`config.mk`:
```
export PLATFORM = sky130hd
export DESIGN_NAME = matrix_row_drain
export DESIGN_NICKNAME = d
export VERILOG_FILES = /design/src/rtl/matrix_row_drain.sv
export SDC_FILE = /design/constraint.sdc
export NUM_CORES = 1
export LEC_CHECK = 0
export BUFFER_PORTS_ARGS = -buffer_cell sky130_fd_sc_hd__buf_4
export CAP_MARGIN = 20
export CORE_MARGIN = 2
export CORE_UTILIZATION = 56
export DETAILED_ROUTE_END_ITERATION = 8
export PLACE_DENSITY = 0.77
export SLEW_MARGIN = 40
export SYNTH_ARGS = -nofsm -noshare
export SYNTH_HDL_FRONTEND = slang
export SYNTH_SLANG_ARGS = --single-unit
```
`constraint.sdc`:
```
create_clock -name clk -period 4.97 [get_ports clk]
set_clock_uncertainty 0.05 [all_clocks]
set_input_delay 0 -clock clk [delete_from_list [all_inputs] [get_ports clk]]
set_output_delay 0 -clock clk [all_outputs]
set_load 0.1 [all_outputs]
```
`src/rtl/matrix_row_drain.sv`:
```
// matrix_row_drain: drains one PE row into a show-ahead result FIFO.
// MATRIX_DRAIN_CLEAR_EN: pulse pe_reset in CLEAR and while reset_n is low.
module matrix_row_drain #(
  parameter int N          = 4,
  parameter int W          = 16,
  parameter int FIFO_DEPTH = 4
) (
  input  logic         clk,
  input  logic         reset_n,
  input  logic         start,
  output logic         pe_read,
  output logic         pe_reset,
  output logic         pe_feed_zero,
  input  logic [W-1:0] pe_d_i,
  output logic [W-1:0] pe_r_d_o,
  output logic         m_valid,
  input  logic         m_ready,
  output logic [W-1:0] m_data,
  output logic         m_last,
  output logic         busy,
  output logic         done
);

  localparam int AW = $clog2(FIFO_DEPTH);
  localparam int CW = (N > 1) ? $clog2(N) : 1;

  typedef enum logic [1:0] {
    IDLE,
    DRAIN,
    CLEAR
  } state_t;

  state_t state;
  state_t state_nx;

  logic [CW-1:0]   cnt;
  logic [AW-1:0]   wr_ptr;
  logic [AW-1:0]   rd_ptr;
  logic [AW:0]     count;
  logic [W-1:0]    mem [FIFO_DEPTH];
  logic [FIFO_DEPTH-1:0] last_mem;

  logic full;
  logic push;
  logic pop;
  logic cap_last;

  assign full     = (count == (AW+1)'(FIFO_DEPTH));
  assign cap_last = (cnt == CW'(N - 1));
  assign push     = pe_read;
  assign m_valid  = reset_n && (count != '0);
  assign pop      = m_valid && m_ready;
  assign m_data   = mem[rd_ptr];
  assign m_last   = m_valid && last_mem[rd_ptr];
  assign pe_r_d_o = '0;

`ifdef MATRIX_DRAIN_CLEAR_EN
  assign pe_reset = !reset_n || (state == CLEAR);
`else
  assign pe_reset = 1'b0;
`endif

  always_ff @(posedge clk) begin
    if (!reset_n) begin
      state <= IDLE;
    end else begin
      state <= state_nx;
    end
  end

  always_comb begin
    state_nx = state;
    unique case (state)
      IDLE:    if (start) state_nx = DRAIN;
      DRAIN:   if (push && cap_last) state_nx = CLEAR;
      CLEAR:   state_nx = IDLE;
      default: state_nx = IDLE;
    endcase
  end

  // Read gating looks only at the registered count, never at m_ready.
  always_comb begin
    pe_read      = 1'b0;
    pe_feed_zero = 1'b0;
    busy         = 1'b0;
    done         = 1'b0;
    if (reset_n) begin
      unique case (state)
        IDLE: begin
        end
        DRAIN: begin
          pe_read      = !full;
          pe_feed_zero = 1'b1;
          busy         = 1'b1;
        end
        CLEAR: begin
          pe_feed_zero = 1'b1;
          busy         = 1'b1;
          done         = 1'b1;
        end
        default: begin
        end
      endcase
    end
  end

  always_ff @(posedge clk) begin
    if (!reset_n) begin
      cnt <= '0;
    end else if (push) begin
      cnt <= cap_last ? '0 : cnt + 1'b1;
    end
  end

  always_ff @(posedge clk) begin
    if (!reset_n) begin
      wr_ptr   <= '0;
      rd_ptr   <= '0;
      count    <= '0;
      mem      <= '{default: '0};
      last_mem <= '0;
    end else begin
      if (push) begin
        mem[wr_ptr]      <= pe_d_i;
        last_mem[wr_ptr] <= cap_last;
        wr_ptr           <= wr_ptr + 1'b1;
      end
      if (pop) begin
        rd_ptr <= rd_ptr + 1'b1;
      end
      unique case ({push, pop})
        2'b10:   count <= count + 1'b1;
        2'b01:   count <= count - 1'b1;
        default: count <= count;
      endcase
    end
  end

endmodule

```
Word level (Yosys, flattened, before mapping)
Index checks and enable logic that the tools add are counted.
- register bits: 79
- latch bits: 0
- bits in writable memories: 0
- memory bits (read-only): 0
- input port bits: 20
- output and inout bits: 39
- logic and storage cells: 65
- memories: 0
- add/subtract/negate cells: 5
- $mul: 0
- divide/modulo/power cells: 0
- order comparisons: 6
- equal/unequal tests: 8
- shift-type cells: 0
- mux-type cells: 22
- bitwise operators: 2
- reduce and logical (&&, ||, !) cells: 12
- operators by type and width (operator ; number):
    bitwise mux 64 bit ; 1
    2-to-1 mux 16 bit ; 3
    binary-select mux 16 bit (select 2 bit) ; 1
    demux 16 bit (select 2 bit) ; 1
    2-to-1 mux 1 bit ; 8
    adder 2 x 1 -> 2 bit (second input constant) ; 3
    equality test 2 bit (second input constant) ; 3
    >= comparator 3 bit (second input constant) ; 2
    logical AND 1 bit ; 6
    less-than comparator 2 x 3 -> 1 bit (second input constant) ; 2
    2-to-1 mux 2 bit ; 3
    inverter 2 -> 3 bit ; 2
    one-hot mux 3 bit (2 select lines) ; 1
    bitwise mux 4 bit ; 1
    equality test 2 x 1 -> 1 bit (second input constant) ; 2
    inequality test 2 bit (second input constant) ; 2
    one-hot mux 2 bit (2 select lines) ; 1
    adder 3 x 1 -> 3 bit (second input constant) ; 1
    equality test 3 bit (second input constant) ; 1
    less-than comparator 3 x 1 -> 1 bit (second input constant) ; 1
    nonzero test 3 bit ; 1
    subtractor 3 x 1 -> 3 bit (second input constant) ; 1
    binary-select mux 1 bit (select 2 bit) ; 1
    demux 1 bit (select 2 bit) ; 1
    6 further kinds ; 6

Longest topological paths before layout
Gate-level depths: netlist of run 1.
- word-level depth: 7
- depth in mapped cells: 11
- mapped depth without buffers: 10

Least setup slack after synthesis of run 1
OpenSTA, ideal clock, no wires.
- kind: reg2reg
- start: reg count[0]
- end: reg count[2]
- library setup time: 76 ps
- data arrival time: 2635 ps
- required time: 4844 ps
- slack: 2210 ps
- cell stages (with the launch flop): 9
- clock period less this slack: 2760 ps
- path through: dfxtp_1 -> o31a_1 -> and2_1 -> ha_1 -> inv_1 -> fa_1 -> xor2_1 -> or3_1 -> a21boi_0
- RTL lines (item ; RTL line ; source):
    start, declared ; 39 ; logic [AW:0] count;
    start signal, assigned ; 132 ; 2'b10: count <= count + 1'b1;
    start signal, assigned ; 133 ; 2'b01: count <= count - 1'b1;
    start signal, assigned ; 134 ; default: count <= count;
    nonzero test 3 bit (*) ; 51 ; assign m_valid = reset_n && (count != '0);
    logical AND 1 bit (*) ; 51 ;
    via m_valid ; 16 ; output logic m_valid,
    logical AND 1 bit (*) ; 52 ; assign pop = m_valid && m_ready;
    via pop ; 45 ; logic pop;
    equality test 2 x 1 -> 1 bit or equality test 2 bit (tied branches) ; 131 ; unique case ({push, pop})
    one-hot mux 3 bit (2 select lines) or nonzero test 2 bit (tied branches) ; -- ;
Mark *: on every way through the listed nets, which the timed path passes. The rest lies on a longest branch.
A chain may end at the register's enable or synchronous reset.

Worst setup path after layout of run 1
- start: reg count[2]
- end: reg count[2]
- word-level cells in the longest chain between the ends: 6
- RTL lines (item ; RTL line ; source):
    equality test 3 bit ; 48 ; assign full = (count == (AW+1)'(FIFO_DEPTH));
    logical NOT 1 bit ; 92 ; pe_read = !full;
    2-to-1 mux 1 bit ; 88 ; unique case (state)
    2-to-1 mux 1 bit ; 87 ; if (reset_n) begin
    equality test 2 x 1 -> 1 bit or equality test 2 bit (tied branches) ; 131 ;
    one-hot mux 3 bit (2 select lines) or nonzero test 2 bit (tied branches) ; -- ;
Several ways; a longest one is shown, not always the timed one.

==> results of run 1 <==
## per-stage QoR
| step | setup WS, ps | hold WS, ps | instances |
|---|---|---|---|
| 2_1_floorplan | 2210 | 153 | 374 |
| 3_3_place_gp | 2530 | 272 | 453 |
| 3_5_place_dp | 2520 | 283 | 453 |
| 4_1_cts | 2500 | 18.1 | 486 |
| 5_1_grt | 2370 | 53.4 | 486 |
| 6_report | 2500 | 19.2 | 486 |
## power by group
group | internal, mW | switching [mW] | leakage (nW)
Clock | 0.234 | 0.235 | 0.104
Combinational | 0.0922 | 0.225 | 1.37
Sequential | 0.653 | 0.0207 | 0.638
Total | 0.979 | 0.481 | 2.11
## critical path, cell delays in order, from the launching register on
cell,delay [ps]
sky130_fd_sc_hd__dfxtp_1,420
sky130_fd_sc_hd__or3b_1,520
sky130_fd_sc_hd__nand2_1,160
sky130_fd_sc_hd__ha_1,200
sky130_fd_sc_hd__inv_1,60
sky130_fd_sc_hd__fa_1,380
sky130_fd_sc_hd__xor2_1,160
sky130_fd_sc_hd__or3_1,300
sky130_fd_sc_hd__a21boi_0,150
## logic make-up after synthesis
kind of cell,count (synthesis),share of synthesized area (%)
buffers and inverters,52,9.87
DFF,79,41.6
muxes,87,28.5
and+or+nand+nor,110,12.5
xor gates and xnor gates,4,0.921
other,1,0.0986
adders and majority gates,11,3.82
AOI/OAI and AO/OA,14,2.66
## worst max path at each step
stage	startpoint	endpoint	slack (ps)	depth (start not counted)
2_1_floorplan	count[0]	count[2]	2210	8
3_3_place_gp	reset_n	count[2]	2530	9
3_5_place_dp	count[2]	count[2]	2520	8
4_1_cts	count[2]	count[2]	2500	8
5_1_grt	count[2]	count[2]	2370	8
6_report	count[2]	count[2]	2500	8
## cell usage after synthesis (3+ instances only)
| cell | number | area (um2) |
|---|---|---|
| sky130_fd_sc_hd__nand2_1 | 91 | 342 |
| sky130_fd_sc_hd__dfxtp_1 | 79 | 1580 |
| sky130_fd_sc_hd__mux2i_1 | 69 | 691 |
| sky130_fd_sc_hd__buf_4 | 19 | 143 |
| sky130_fd_sc_hd__mux4_2 | 17 | 383 |
| sky130_fd_sc_hd__ha_1 | 10 | 125 |
| sky130_fd_sc_hd__and2_1 | 9 | 56.3 |
| sky130_fd_sc_hd__clkbuf_1 | 9 | 33.8 |
| sky130_fd_sc_hd__inv_1 | 8 | 30.0 |
| sky130_fd_sc_hd__buf_2 | 5 | 25.0 |
| sky130_fd_sc_hd__buf_6 | 5 | 56.3 |
| sky130_fd_sc_hd__buf_12 | 4 | 80.1 |
| sky130_fd_sc_hd__nand3_2 | 4 | 40.0 |
| sky130_fd_sc_hd__xnor2_1 | 3 | 26.3 |
## what timing repair did
action                    4_1_cts  5_1_grt
setup buffers                   0        0
hold endpoints to repair       65        0
hold buffers                   17        0
## flip-flops by register name, indices dropped and copies added, names as in the netlist
signal    count
cnt           2
wr_ptr        2
mem          64
rd_ptr        2
last_mem      4
count         3
state         2
## layout make-up
class                           count  area, um2  share of cell area, %
Sequential cell                    79       1580                   36.7
Timing Repair Buffer               59        489                   11.4
Inverter                            9       33.8                  0.784
Clock buffer                        9        124                   2.88
Multi-Input combinational cell    243       1910                   44.3
Clock inverter                      7       71.3                   1.66
Tap cell                           80        100                   2.32
## per-layer routing
metal	vias to the layer above	wire length (um)
met1	1233	3140
met4	0	63
met2	54	3310
met3	9	302
li1	1267	-
met5	-	0
==> results.toml, run 1 <==
[grt]
global_route.peak_usage_layer = "met2"
gr-usage-all-layers_pct = 19.7
global_route.usage.met1_pct = 25.7
grt_antenna_before_repair = 0
number_of_global_route_vias_before_repair = 2452
met3_usage_pct = 5.81
grt_max_degree = 102
use_met2_pct = 31.8
globalRoute.totalOverflow = 0
grt_pass1_wl_mm = 11.6

[setup_path]
regToRegEndpoint = "count[2]"
worst_r2r_path_depth = 8
timing.setup.critical_path_class = "flop to flop"
data_arrival_time_of_the_worst_path_ps = 2690
crit_fanout = 8
worst_ep_required_time_ps = 5190
setup.worst_path.end_class = "flop"
rr_startpoint = "count[2]"
r2r_setup_slack_ps = 2500
crit_path_start_kind = "flop"

[clock_tree]
resize_count_post_cts = 0
register_clock_pin_slew_on_the_reported_worst_setup_and_hold_paths_ps = 80
insertion_delay_ps = 340
cts-buffers-inserted = 9
cts_tree = "built"
tritoncts_num_sinks = 79
max-clock-path-buffers = 2
htreeDepth = 3
clockRootBuffer = "sky130_fd_sc_hd__clkbuf_8"

[logic_synthesis]
post_synth.cell_area_avg_um2 = 10.6
synth.yosys.warnings = 0
synth.ff_latch_count = 79
synth.cell_area_mm2 = 0.00380
yosys_most_used_dff = "sky130_fd_sc_hd__dfxtp_1"
synth_cells = 358
asyncSetResetFlopFracSynth_pct = 0
synth_edf_count = 0
synth-seq-area-share_pct = 41.6
yosys.cell_types.count = 35

[detailed_routing]
num_vias = 2563
post_drt_via_cell_ratio = 5.27
post-route-drc-count = 0
drt_first_iter_violations = 164
firstDrtPassIters = 4
route.antenna.remaining_nets = 0
detail_route.wirelength_mm = 6.82
wl_per_cell_um = 14.0

[layout]
drive_gt1_share_pct = 20.2
layout_commonest_cell = "sky130_fd_sc_hd__nand2_1"
synthToLayoutAreaGrowth_pct = 13.3
stdcell_area_mm2 = 0.00431
layout_common_cells = "91 x sky130_fd_sc_hd__nand2_1, 78 x sky130_fd_sc_hd__dfxtp_1, 69 x sky130_fd_sc_hd__mux2i_1"
layout.core_utilization_pct = 64.5
num-fill-cells = 551
nNetsFinal = 432
num_antenna_cells = 0

[floorplan]
initial_core_utilization_pct = 56.9
dieArea_mm2 = 0.00747
floorplan.core_area_mm2 = 0.00668
die_width_um = 86.4
die_h_um = 86.4
placementRows = 30
ioPinCount = 59

[timing]
report.final.setup_viol = 0
drv_slew = 0
timing.final.crit_share_pct = 49.7
setup-tns-final_ps = 0
slew-limit-headroom_pct = 52.8
grt_setup_unrepaired = "no"
achievable-frequency_mhz = 405
final-hold-violation-count = 0
worst_max_slew_pin_slew_ps = 707
layout_min_cycle_time_ps = 2470

[pwr]
power_density_mw_per_mm2 = 339
power_total_mw = 1.46
maximum_vdd_drop_mv = 0.235
power_leakage_nw = 2.11

[worst_hold_path]
hold-path-cell-count = 4
type_of_the_worst_min_delay_path = "input pin to flop"
hold-path-endpoint = "rd_ptr[0]"
timing.hold.worst.start = "m_ready"

[placement]
gp_congestion = 0.744
place_hpwl_mm = 4.31
place.port_buffers = 41
placedInstanceArea_mm2 = 0.00394

[run_status]
status = "completed"

[run]
max_cap_violation_count = 0
Power figures use the tool's default switching activity.
==> inputs of run 2 (changes only) <==
--- a/config.mk
+++ b/config.mk
@@ -8,9 +8,9 @@
 export BUFFER_PORTS_ARGS = -buffer_cell sky130_fd_sc_hd__buf_4
 export CAP_MARGIN = 20
 export CORE_MARGIN = 2
-export CORE_UTILIZATION = 56
+export CORE_UTILIZATION = 51
 export DETAILED_ROUTE_END_ITERATION = 8
-export PLACE_DENSITY = 0.77
+export PLACE_DENSITY = 0.74
 export SLEW_MARGIN = 40
 export SYNTH_ARGS = -nofsm -noshare
 export SYNTH_HDL_FRONTEND = slang
==> constraint.sdc (replaced) <==
create_clock -name clk -period 2.05 [get_ports clk]
set_clock_uncertainty 0.05 [all_clocks]
set_input_delay 0 -clock clk [delete_from_list [all_inputs] [get_ports clk]]
set_output_delay 0 -clock clk [all_outputs]
set_load 0.1 [all_outputs]
==> run 2 against run 1 <==
Effect of this change: via count up 2.3%; combinational power increased to 2.7 times the previous value; die area rose by 9.3%; largest power group unchanged.
==> results.toml, run 2 (synthesis gave the netlist of run 1 again) <==
[worst_hold_path]
timing.hold.worst.start = "m_ready"
type_of_the_worst_min_delay_path = "input pin to flop"

[grt]
gr-usage-all-layers_pct = 19.2
grt_pass1_wl_mm = 12.5
grt_max_degree = 65
number_of_global_route_vias_before_repair = 2657
globalRoute.totalOverflow = 0
grt_antenna_before_repair = 0

[layout]
synthToLayoutAreaGrowth_pct = 19.5
regMostFlops = "mem"
flip_flop_count_of_the_largest_register_all_copies_and_words_added = 64
nNetsFinal = 449
num-fill-cells = 584
num_antenna_cells = 0
finish.cell_count_without_fillers = 522
layout.area.seq_mm2 = 0.00159
reg.largest.list = "mem (64), last_mem (4), count (3)"
layout_commonest_cell = "sky130_fd_sc_hd__nand2_1"
multiInputGateArea_mm2 = 0.00195
layout_common_cells = "90 x sky130_fd_sc_hd__nand2_1, 75 x sky130_fd_sc_hd__dfxtp_1, 69 x sky130_fd_sc_hd__mux2i_1"
drive_gt1_share_pct = 26.5

[timing]
drv_slew = 0
achievable-frequency_mhz = 492
grt_setup_unrepaired = "yes"
layout_min_cycle_time_ps = 2030
worst_max_slew_pin_slew_ps = 625
timing.final.crit_share_pct = 99.1
slew-limit-headroom_pct = 58.4
report.final.setup_viol = 0
final.hold.worst_slack_ps = 24.1
final-hold-violation-count = 0

[setup_path]
worst_ep_required_time_ps = 2280
setup.worst_path.end_class = "flop"
crit_fanout = 2
setup.worst_path.start = "count[1]"
data_arrival_time_of_the_worst_path_ps = 2260
timing.setup.critical_path_class = "flop to flop"
crit_path_start_kind = "flop"
rr_startpoint = "count[1]"

[floorplan]
die_width_um = 90.4
ioPinCount = 59
placementRows = 31
die_h_um = 90.4
floorplan.core_area_mm2 = 0.00725
dieArea_mm2 = 0.00816
initial_core_utilization_pct = 52.4

[clock_tree]
htreeDepth = 3
clockRootBuffer = "sky130_fd_sc_hd__clkbuf_8"
insertion_delay_ps = 350
cts-buffers-inserted = 9
tritoncts_num_sinks = 79
max-clock-path-buffers = 2
register_clock_pin_slew_on_the_reported_worst_setup_and_hold_paths_ps = 80
cts_tree = "built"

[placement]
gp_congestion = 0.804
dp_cells = 488
place.port_buffers = 41
place_hpwl_mm = 4.79

[detailed_routing]
detail_route.wirelength_mm = 7.28
route.antenna.remaining_nets = 0
firstDrtPassIters = 4
post-route-drc-count = 0
num_vias = 2621
wl_per_cell_um = 13.9
drt_first_iter_violations = 95
post_drt_via_cell_ratio = 5.02

[pwr]
power_leakage_nw = 2.22
power_total_mw = 3.56
power_density_mw_per_mm2 = 784
maximum_vdd_drop_mv = 0.417

[run_status]
status = "completed"

[run]
max_cap_violation_count = 0
==> run 2: what timing repair did <==
action                                 in CTS  in global routing
gates resized for setup                     3                  1
gates cloned                                0                  0
buffers inserted                            2                  0
endpoints found under the hold margin      64                  0
hold buffers                               16                  0
setup endpoints to repair                   1                  2
==> run 2: metrics by stage <==
| stage | TNS [ps] | util (%) | worst slack, ps | cell area [um2] |
|---|---|---|---|---|
| 6_report | 0 | 62.7 | 18.0 | 4540 |
| 3_3_place_gp | 0 | 57.5 | 36.6 | 4170 |
| 3_5_place_dp | -34.4 | 57.5 | -34.4 | 4170 |
| 5_1_grt | -86.5 | 62.7 | -86.5 | 4540 |
| 4_1_cts | 0 | 62.7 | 0.242 | 4540 |
| 2_1_floorplan | -31.5 | - | -31.5 | 3910 |
==> run 2: metal layers <==
| layer | GRT usage [%] | part of all wire [%] |
|---|---|---|
| met1 | 23.7 | 46 |
| met2 | 32.6 | 50 |
| met3 | 3.51 | 2.3 |
| met4 | 8.97 | 1.9 |
| met5 | 0 | 0 |
==> run 2: critical path: stages (launching register included) <==
cell and delay, ps:
sky130_fd_sc_hd__dfxtp_2 330, sky130_fd_sc_hd__or3b_4 410, sky130_fd_sc_hd__nand2_4 90, sky130_fd_sc_hd__ha_4 140
sky130_fd_sc_hd__inv_2 40, sky130_fd_sc_hd__fa_2 330, sky130_fd_sc_hd__xor2_1 150, sky130_fd_sc_hd__or3_1 310
sky130_fd_sc_hd__a21boi_1 110
==> run 2: cell type report <==
class | instances | share of cell area (%)
clock buffers | 12 | 3.63
clock inverters | 4 | 0.633
inverters | 9 | 0.743
multi-input cells | 243 | 42.8
flip-flops and latches | 79 | 34.9
well taps | 99 | 2.73
repair buffers | 76 | 14.5
==> run 2: power by group <==
group          total, mW  leakage (nW)  internal (mW)  switching (mW)
clock               1.10        0.0946          0.539           0.565
sequential          1.62         0.640           1.58          0.0317
combinational      0.843          1.49          0.263           0.580
total               3.56          2.22           2.39            1.18
==> run 2: path summary, 6_finish.rpt <==
| kind | endpoint | slack [ps] | cells past startpoint |
|---|---|---|---|
| setup / recovery | count[2] | 20 | 8 |
| hold / removal | rd_ptr[0] | 20 | 4 |
| hold reg to reg | mem[12] | 410 | 2 |
| setup reg to reg | count[2] | 20 | 8 |
==> inputs of run 3 (changes only) <==
--- a/config.mk
+++ b/config.mk
@@ -5,12 +5,15 @@
 export SDC_FILE = /design/constraint.sdc
 export NUM_CORES = 1
 export LEC_CHECK = 0
+export ABC_AREA = 1
 export BUFFER_PORTS_ARGS = -buffer_cell sky130_fd_sc_hd__buf_4
 export CAP_MARGIN = 20
+export CELL_PAD_IN_SITES_DETAIL_PLACEMENT = 1
+export CELL_PAD_IN_SITES_GLOBAL_PLACEMENT = 1
 export CORE_MARGIN = 2
-export CORE_UTILIZATION = 51
+export CORE_UTILIZATION = 36
 export DETAILED_ROUTE_END_ITERATION = 8
-export PLACE_DENSITY = 0.74
+export PLACE_DENSITY = 0.73
 export SLEW_MARGIN = 40
 export SYNTH_ARGS = -nofsm -noshare
 export SYNTH_HDL_FRONTEND = slang
==> run 3 against run 2 <==
Effect of this change: utilization down 17 points; clock power decreased by 6%; clock-buffer cell count down 1; final area fell by 0.88%; sequential power is 12% higher; worst hold slack improved by 360 ps; synthesized area down 4.4%; wire length increased by 48%; maximum frequency up 7.7%; sequential cell count stayed put; critical endpoint is now m_data[9]; via count is 31% higher; register-to-register slack gained 140 ps.
==> results.toml, run 3 <==
[logic_synthesis]
post_synth.cell_area_avg_um2 = 7.19
synth.yosys.warnings = 0
synth-seq-area-share_pct = 43.5
synth_top_area_share_pct = 43.5
synth_edf_count = 0
synth_largest_area_cell = "sky130_fd_sc_hd__dfxtp_1"
synth_cells = 506
yosys.cell_types.count = 25
post_synth_main_area_contributors = "sky130_fd_sc_hd__dfxtp_1 43%, sky130_fd_sc_hd__nor2_1 18%, sky130_fd_sc_hd__o21ai_0 13%"
synth_top_cells_by_count = "173 x sky130_fd_sc_hd__nor2_1, 97 x sky130_fd_sc_hd__o21ai_0, 79 x sky130_fd_sc_hd__dfxtp_1"
synth.ff_latch_count = 79
asyncSetResetFlopFracSynth_pct = 0
yosys_most_used_dff = "sky130_fd_sc_hd__dfxtp_1"
synthMostInstantiatedCell = "sky130_fd_sc_hd__nor2_1"
synth.cell_area_mm2 = 0.00364

[setup_path]
crit_path_start_kind = "flop"
worst_ep_required_time_ps = 2000
timing.setup.critical_path_class = "flop to primary output"
setup.worst_path.start = "rd_ptr[0]"
data_arrival_time_of_the_worst_path_ps = 1840
setup.worst_path.end_class = "primary output"
rr_startpoint = "state[1]"
crit_fanout = 12

[clock_tree]
htreeDepth = 3
register_clock_pin_slew_on_the_reported_worst_setup_and_hold_paths_ps = 80
clockRootBuffer = "sky130_fd_sc_hd__clkbuf_8"
tritoncts_num_sinks = 79
insertion_delay_ps = 360
max-clock-path-buffers = 2
cts-buffers-inserted = 9
cts_tree = "built"
post_cts.repair.setup_buffers = 0

[layout]
synthToLayoutAreaGrowth_pct = 23.9
layout_commonest_cell = "sky130_fd_sc_hd__nor2_1"
reg.largest.list = "mem (64), last_mem (4), count (3)"
num_antenna_cells = 0
regMostFlops = "mem"
stdcell_area_mm2 = 0.00450
num-fill-cells = 1261
nNetsFinal = 593
layout_common_cells = "173 x sky130_fd_sc_hd__nor2_1, 96 x sky130_fd_sc_hd__o21ai_0, 76 x sky130_fd_sc_hd__dfxtp_1"
drive_gt1_share_pct = 18.9
flip_flop_count_of_the_largest_register_all_copies_and_words_added = 64

[timing]
setup_slack_ps = 163
final-hold-violation-count = 0
layout_min_cycle_time_ps = 1890
drv_slew = 0
report.final.setup_viol = 0
timing.final.crit_share_pct = 92.1
grt_setup_unrepaired = "no"
setup-tns-final_ps = 0
achievable-frequency_mhz = 530

[detailed_routing]
route.antenna.remaining_nets = 0
firstDrtPassIters = 4
wl_per_cell_um = 15.4
num_vias = 3445
post-route-drc-count = 0
post_drt_via_cell_ratio = 4.93
detail_route.wirelength_mm = 10.8
drt_first_iter_violations = 164

[placement]
place_hpwl_mm = 6.79
placedInstanceArea_mm2 = 0.00413
pre_cts_ws_ps = 73.4
place.port_buffers = 41
gp_congestion = 0.734

[floorplan]
dieArea_mm2 = 0.0109
placementRows = 36
ioPinCount = 59
die_h_um = 105
initial_core_utilization_pct = 37.2
die_width_um = 105
floorplan.core_area_mm2 = 0.00977

[run]
max_cap_violation_count = 0

[grt]
grt_pass1_wl_mm = 18.0
globalRoute.totalOverflow = 0
number_of_global_route_vias_before_repair = 3511
grt_antenna_before_repair = 0
gr-usage-all-layers_pct = 20.9
grt_max_degree = 73

[run_status]
status = "completed"

[worst_hold_path]
type_of_the_worst_min_delay_path = "input pin to flop"
timing.hold.worst.start = "pe_d_i[7]"

[pwr]
power_leakage_nw = 2.07
maximum_vdd_drop_mv = 0.573
power_density_mw_per_mm2 = 1180
==> run 3: cell count changes after synthesis, sizes merged, moves of 13 or more <==
cell   before  now
a21oi       0   13
inv         9   26
mux2i      69    0
mux4       17    0
nand2      91   24
nor2        1  177
o21ai       4  105
o22ai       0   16
==> run 3: through the flow <==
stage	total power, mW	utilization (%)	std cells	hold WS [ps]
2_1_floorplan	3.78	-	522	84.9
3_3_place_gp	4.19	42.2	665	208
3_5_place_dp	4.25	42.2	665	216
4_1_cts	5.32	45.9	699	381
5_1_grt	5.60	46.1	699	395
6_report	5.29	46.1	699	384
==> run 3: where the power goes <==
group / internal [mW] / total (mW) / switching, mW
Clock: 0.461 / 1.03 / 0.574
Sequential: 1.71 / 1.81 / 0.103
Combinational: 0.587 / 2.45 / 1.86
==> run 3: final timing paths <==
kind / endpoint / slack (ps) / depth (start not counted)
worst max register to register: count[1] / 160 / 11
worst min-delay path: mem[55] / 380 / 4
worst max-delay path: m_data[9] / 160 / 6
worst min register to register: last_mem[1] / 410 / 2
==> run 3: cells by family after synthesis <==
logic type	after synthesis	synth area share (%)
AO/OA/AOI/OAI	135	19.2
adder cells (fa/ha/maj)	11	3.99
buffers and inverters	73	10.3
flip-flops	79	43.5
other	1	0.103
AND/OR/NAND/NOR	207	22.9
==> run 3: repair_timing <==
action	4_1_cts	5_1_grt
resized for setup	0	11
hold buffers	19	0
endpoints found under the hold margin	67	0
setup endpoints to repair	0	5
==> run 3: layout make-up <==
type	instances	area (um2)	area share (%)
Clock inverter	4	22.5	0.500
Multi-Input combinational cell	370	1860	41.3
Sequential cell	79	1590	35.2
Inverter	28	110	2.44
Timing Repair Buffer	74	619	13.8
Tap cell	133	166	3.69
Clock buffer	11	141	3.14
==> run 3: per-layer routing <==
layer | wire, um | up-vias | GRT usage [%] | part of all wire [%]
li1 | - | 1712 | - | -
met5 | 0 | - | 0 | 0
met3 | 331 | 16 | 4.76 | 3.1
met2 | 5360 | 66 | 34.8 | 50
met1 | 4940 | 1651 | 26.4 | 46
met4 | 153 | 0 | 7.34 | 1.4
==> run 3: critical path, cell delays in order (launching register included) <==
cell	delay [ps]
sky130_fd_sc_hd__dfxtp_1	350
sky130_fd_sc_hd__buf_4	190
sky130_fd_sc_hd__clkinv_1	120
sky130_fd_sc_hd__buf_4	200
sky130_fd_sc_hd__o21ai_0	270
sky130_fd_sc_hd__o22ai_2	100
sky130_fd_sc_hd__buf_4	240
